--- src/rtl/ps2_fret_decoder.sv ---
// PS/2 keyboard receiver that turns make/break scan codes for five fret keys
// into held levels, with raw scan-code and frame-error strobes for diagnostics.
module ps2_fret_decoder #(
    parameter logic [7:0] KEY0_CODE      = 8'h1C,
    parameter logic [7:0] KEY1_CODE      = 8'h1B,
    parameter logic [7:0] KEY2_CODE      = 8'h23,
    parameter logic [7:0] KEY3_CODE      = 8'h2B,
    parameter logic [7:0] KEY4_CODE      = 8'h34,
    parameter int         FILTER_LEN     = 8,
    parameter int         TIMEOUT_CYCLES = 100000
) (
    input  logic       clk,
    input  logic       reset,
    input  logic       ps2_clk,
    input  logic       ps2_data,
    output logic [4:0] keys_held,
    output logic [7:0] scan_code,
    output logic       scan_valid,
    output logic       frame_error
);

    localparam int FW = $clog2(FILTER_LEN + 1);
    localparam int TW = $clog2(TIMEOUT_CYCLES + 1);
    localparam logic [FW-1:0] FILT_LAST = FW'(FILTER_LEN - 1);
    localparam logic [TW-1:0] TO_MAX    = TW'(TIMEOUT_CYCLES);
    localparam logic [39:0]   KEY_CODES = {KEY4_CODE, KEY3_CODE, KEY2_CODE, KEY1_CODE, KEY0_CODE};

    typedef enum logic [1:0] {S_IDLE, S_DATA, S_PARITY, S_STOP} state_t;

    logic [1:0]    ps2_clk_sync_reg, ps2_data_sync_reg;
    logic          clk_filt_reg;
    logic [FW-1:0] filt_cnt_reg;
    logic          filt_flip, strobe, sample_bit;

    state_t        state_reg, state_next;
    logic [2:0]    bit_cnt_reg, bit_cnt_next;
    logic [7:0]    shift_reg, shift_next;
    logic          parity_reg, parity_next;
    logic [TW-1:0] timeout_reg, timeout_next;
    logic [7:0]    scan_code_reg, scan_code_next;
    logic          scan_valid_reg, scan_valid_next;
    logic          frame_error_reg, frame_error_next;
    logic          break_reg, break_next;
    logic          ext_reg, ext_next;
    logic [4:0]    keys_reg, keys_next;
    logic [4:0]    key_match;
    logic          timeout_hit, clear_flags;

    // The filtered clock only moves after FILTER_LEN consecutive samples disagree with it.
    assign filt_flip  = (ps2_clk_sync_reg[1] != clk_filt_reg) && (filt_cnt_reg == FILT_LAST);
    assign strobe     = filt_flip && clk_filt_reg;
    assign sample_bit = ps2_data_sync_reg[1];

    always_ff @(posedge clk) begin
        if (reset) begin
            ps2_clk_sync_reg  <= 2'b11;
            ps2_data_sync_reg <= 2'b11;
            clk_filt_reg      <= 1'b1;
            filt_cnt_reg      <= '0;
        end else begin
            ps2_clk_sync_reg  <= {ps2_clk_sync_reg[0], ps2_clk};
            ps2_data_sync_reg <= {ps2_data_sync_reg[0], ps2_data};
            if (ps2_clk_sync_reg[1] == clk_filt_reg) begin
                filt_cnt_reg <= '0;
            end else if (filt_flip) begin
                clk_filt_reg <= ps2_clk_sync_reg[1];
                filt_cnt_reg <= '0;
            end else begin
                filt_cnt_reg <= filt_cnt_reg + 1'b1;
            end
        end
    end

    genvar gi;
    generate
        for (gi = 0; gi < 5; gi++) begin : g_match
            assign key_match[gi] = (scan_code_reg == KEY_CODES[gi*8 +: 8]);
        end
    endgenerate

    always_comb begin
        state_next       = state_reg;
        bit_cnt_next     = bit_cnt_reg;
        shift_next       = shift_reg;
        parity_next      = parity_reg;
        timeout_next     = timeout_reg;
        scan_code_next   = scan_code_reg;
        scan_valid_next  = 1'b0;
        frame_error_next = 1'b0;
        break_next       = break_reg;
        ext_next         = ext_reg;
        keys_next        = keys_reg;
        clear_flags      = 1'b0;
        timeout_hit      = (state_reg != S_IDLE) && !strobe && (timeout_reg == TO_MAX);

        if (state_reg == S_IDLE || strobe)
            timeout_next = '0;
        else if (timeout_reg != TO_MAX)
            timeout_next = timeout_reg + 1'b1;

        case (state_reg)
            S_IDLE: if (strobe) begin
                if (!sample_bit) begin
                    state_next   = S_DATA;
                    bit_cnt_next = '0;
                end else begin
                    frame_error_next = 1'b1;
                end
            end
            S_DATA: if (strobe) begin
                shift_next   = {sample_bit, shift_reg[7:1]};
                bit_cnt_next = bit_cnt_reg + 1'b1;
                if (bit_cnt_reg == 3'd7)
                    state_next = S_PARITY;
            end
            S_PARITY: if (strobe) begin
                parity_next = sample_bit;
                state_next  = S_STOP;
            end
            S_STOP: if (strobe) begin
                // Odd parity: data plus parity bit must hold an odd number of ones.
                if (sample_bit && (^{shift_reg, parity_reg})) begin
                    scan_code_next  = shift_reg;
                    scan_valid_next = 1'b1;
                end else begin
                    frame_error_next = 1'b1;
                    clear_flags      = 1'b1;
                end
                state_next = S_IDLE;
            end
            default: state_next = S_IDLE;
        endcase

        if (timeout_hit) begin
            state_next       = S_IDLE;
            frame_error_next = 1'b1;
            clear_flags      = 1'b1;
            shift_next       = '0;
            bit_cnt_next     = '0;
            timeout_next     = '0;
        end

        // Decode the byte published last cycle; prefix bytes only arm flags.
        if (scan_valid_reg) begin
            if (scan_code_reg == 8'hF0) begin
                break_next = 1'b1;
            end else if (scan_code_reg == 8'hE0) begin
                ext_next = 1'b1;
            end else begin
                if (!ext_reg)
                    keys_next = (keys_reg & ~key_match) | (key_match & {5{~break_reg}});
                break_next = 1'b0;
                ext_next   = 1'b0;
            end
        end

        if (clear_flags) begin
            break_next = 1'b0;
            ext_next   = 1'b0;
        end
    end

    always_ff @(posedge clk) begin
        if (reset) begin
            state_reg       <= S_IDLE;
            bit_cnt_reg     <= '0;
            shift_reg       <= '0;
            parity_reg      <= 1'b0;
            timeout_reg     <= '0;
            scan_code_reg   <= '0;
            scan_valid_reg  <= 1'b0;
            frame_error_reg <= 1'b0;
            break_reg       <= 1'b0;
            ext_reg         <= 1'b0;
            keys_reg        <= '0;
        end else begin
            state_reg       <= state_next;
            bit_cnt_reg     <= bit_cnt_next;
            shift_reg       <= shift_next;
            parity_reg      <= parity_next;
            timeout_reg     <= timeout_next;
            scan_code_reg   <= scan_code_next;
            scan_valid_reg  <= scan_valid_next;
            frame_error_reg <= frame_error_next;
            break_reg       <= break_next;
            ext_reg         <= ext_next;
            keys_reg        <= keys_next;
        end
    end

    assign keys_held   = keys_reg;
    assign scan_code   = scan_code_reg;
    assign scan_valid  = scan_valid_reg;
    assign frame_error = frame_error_reg;

endmodule

--- config.mk ---
export PLATFORM = sky130hd
export DESIGN_NAME = ps2_fret_decoder
export DESIGN_NICKNAME = d
export VERILOG_FILES = /design/src/rtl/ps2_fret_decoder.sv
export SDC_FILE = /design/constraint.sdc
export NUM_CORES = 1
export LEC_CHECK = 0
export CORE_MARGIN = 1
export CORE_UTILIZATION = 30
export CTS_BUF_LIST = sky130_fd_sc_hd__clkbuf_2 sky130_fd_sc_hd__clkbuf_4 sky130_fd_sc_hd__clkbuf_8
export DETAILED_ROUTE_END_ITERATION = 6
export MAX_ROUTING_LAYER = met4
export PLACE_DENSITY_LB_ADDON = 0.08
export REMOVE_ABC_BUFFERS = 1
export SLEW_MARGIN = 20
export SYNTH_ARGS = -nofsm -noshare
export SYNTH_HDL_FRONTEND = slang
export SYNTH_SLANG_ARGS = --single-unit
--- constraint.sdc ---
create_clock -name clk -period 4.8 [get_ports clk]
set_input_delay 0.96 -clock clk [delete_from_list [all_inputs] [get_ports clk]]
set_output_delay 0.96 -clock clk [all_outputs]
set_load 0.01 [all_outputs]
==> reports/qor.txt <==
Worst Path Required - 3.84 ns
Total Power - 0.9015 mW
VDD IR-drop max - 156.3 µV
Clock Power Share - 0.457
Wirelength, routed - 5.373 mm
Synth warn - 0
Min-Delay Path Class - register to register
EDFF count, synth - 0
Final HPWL DP - 3.734 mm
Root buffer cell - clkbuf_8
Setup violators final - 0
Critical Path, Cell by Cell - clkdlybuf4s50_1
Synth Area per Inst - 8.913 µm²
Slew headroom - 0.5661
CP max stage delay - 0.59 ns
Initial antenna violation count - 0
F_max - 425.1 MHz
DRT iter0 DRCs - 71
Post-synth cell types - 43
Global-route wire length before repair - 9.135 mm
Leakage - 1.078 nW
CTS tree - built
Via Count - 1,956
Worst Max-Slew Pin Slew - 0.6509 ns
Chip width - 95.14 µm
Residual DRC count - 0
Resized Gates After CTS - 0
Internal power - 0.7056 mW
Ys async rst share - 0
Final instance area - 3064 µm²
Vias in the first global route - 1,744
CTS Hold Buffers Added - 0
I/O pin total - 19
Setup Skew - 0.01122 ns
Clock sink count - 57
Register area - 1141 µm²
Clock slew at reported path FFs - 0.06 ns
WHS - 0.4084 ns
Largest buffer count on any clock path - 2
Crit path launch type - register
Psw - 0.1959 mW
Arr. time, crit path - 1.39 ns
CP Capture Type - output pin
Die area - 9052 µm²
N_diodes - 0
Worst path bufs/invs - 1
Status - complete, no violations
Final hold violations - 0
DRT Pass-1 Iters - 4
Core Util, Final - 0.3692
Post-route antenna net violation count - 0
GRT Total Usage - 0.1399
Largest net degree at the start of global routing - 33
Max Cap Viol - 0
Worst path top cell family by delay - buffers and inverters
Setup TNS - 0 ns
Initial Utilization - 0.3136
Buffers on Ports - 18
Sequential power share - 0.528
Post-route minimum period - 2.352 ns
Crit Path Max Fanout - 8
Max reg flops - 17
CTS buffer count - 9
Footprint of the multi-input gates - 1389 µm²
Power Density - 294.2 nW/µm²
Worst-skew pair later-pin latency - 0.34 ns
Fill cell count - 872
Total core area - 8299 µm²
Die H - 95.14 µm
Final setup margin - 2.448 ns
Num rows - 33
Prevailing post-synth register cell - dfxtp_1
H-Tree Depth - 3
Synth-to-Final Area Change - 17.74%
Switch share - 0.2173
Layout Cells excl Fill - 424
Crit path kind - register to output pin
Unrepaired setup endpoints after global routing - no
Max-slew violation count - 0
Wire per inst - 12.67 µm
Post-placement cell count - 408
Mapped Area - 2602 µm²
Mapped Cells - 292
Pre-CTS setup slack - 2.200 ns
Share of cells above drive strength 1 - 0.05956
Grt ovf - 0
Placed inst area - 2883 µm²
Post-synthesis sequential area ratio - 0.4385
GPL Wtd Cong - 0.6995
Via/cell ratio - 4.613
CP max-delay cell - clkdlybuf4s50_1
Final Cycle Share - 0.4900
Setup Buffers After CTS - 0
Comb pwr share - 0.015
Final Net Count - 327
Seq cells post-synth - 57
## routing by layer
layer / share of wire / global-route usage / wire, µm / vias up
met5: 0 / - / 0 / -
met4: 0.021 / 0.07197 / 111 / 0
met3: 0.031 / 0.03907 / 168 / 9
met2: 0.41 / 0.1774 / 2223 / 18
met1: 0.53 / 0.1971 / 2870 / 893
li1: - / - / - / 1036
## worst register-to-register path, delay by kind of cell, from the launching register on
kind	cells	cell delay, ns
flops	1	0.41
xor+xnor	2	0.59
simple gates	1	0.55
mux	2	0.48
## placed cells by master, fill, tap and decap left out, types with 2 or more instances in the layout
cell type and n:
xnor3_1 2, nor4bb_1 3, clkinv_2 3, nand4_1 4
a21oi_1 11, or2_1 4, mux2i_1 16, nor2b_1 5
clkdlybuf4s50_1 18, or4_1 3, clkbuf_8 11, xnor2_1 9
o21ai_0 4, dfxtp_1 57, xor2_1 9, nor3_1 9
nand2b_1 20, o21ai_1 2, clkbuf_4 2, nor2_1 36
or3_1 3, nand2_1 37, and3_1 3, nand3_1 6
ha_1 9, a32oi_1 2, inv_1 9, nor4_1 2
nand3b_1 4
## cell type report
| class | count | share of cell area |
|---|---|---|
| tap | 105 | 0.04287 |
| timing repair buffer | 19 | 0.06125 |
| inverter | 9 | 0.01102 |
| clock buffer | 13 | 0.05431 |
| multi-input combinational | 218 | 0.4532 |
| clock inverter | 3 | 0.004900 |
| sequential | 57 | 0.3724 |
## Yosys cell counts, types with 4 or more instances
master	count	area (µm²)
o21ai_0	4	20.02
or2_1	4	25.02
ha_1	9	112.6
inv_1	9	33.78
nand3b_1	4	30.03
nand2_1	37	138.9
mux2i_1	16	160.2
nand2b_1	20	125.1
xor2_1	9	78.83
nand4_1	4	25.02
clkbuf_1	6	22.52
xnor2_1	9	78.83
nor3_1	9	45.04
nor2b_1	5	31.28
a21oi_1	11	55.05
nand3_1	6	30.03
nor2_1	36	135.1
dfxtp_1	57	1141
## cell families after synthesis
logic type	share of synthesized area
mux	0.06154
buf+inv	0.02788
fa+ha+maj	0.04327
simple gates	0.2990
flops	0.4385
xor+xnor	0.07789
compound gates	0.05193
## power groups by stage
stage          sequential [mW]  combinational, mW  clock (mW)
2_1_floorplan            0.486            0.00643           0
3_3_place_gp             0.486             0.0141           0
3_5_place_dp             0.486             0.0143           0
4_1_cts                  0.476             0.0144       0.430
5_1_grt                  0.476             0.0160       0.449
6_report                 0.476             0.0139       0.412
## worst paths after layout
check	startpoint	to	slack (ns)	cells after the start
worst max-delay path	scan_code[4]	scan_code[4]	2.45	1
worst min-delay path	ps2_clk_sync_reg[0]	ps2_clk_sync_reg[1]	0.41	1
worst max register to register	shift_reg[2]	scan_code[3]	2.71	5
worst min register to register	ps2_clk_sync_reg[0]	ps2_clk_sync_reg[1]	0.41	1
Note: power is estimated with default switching activity, not from simulation.
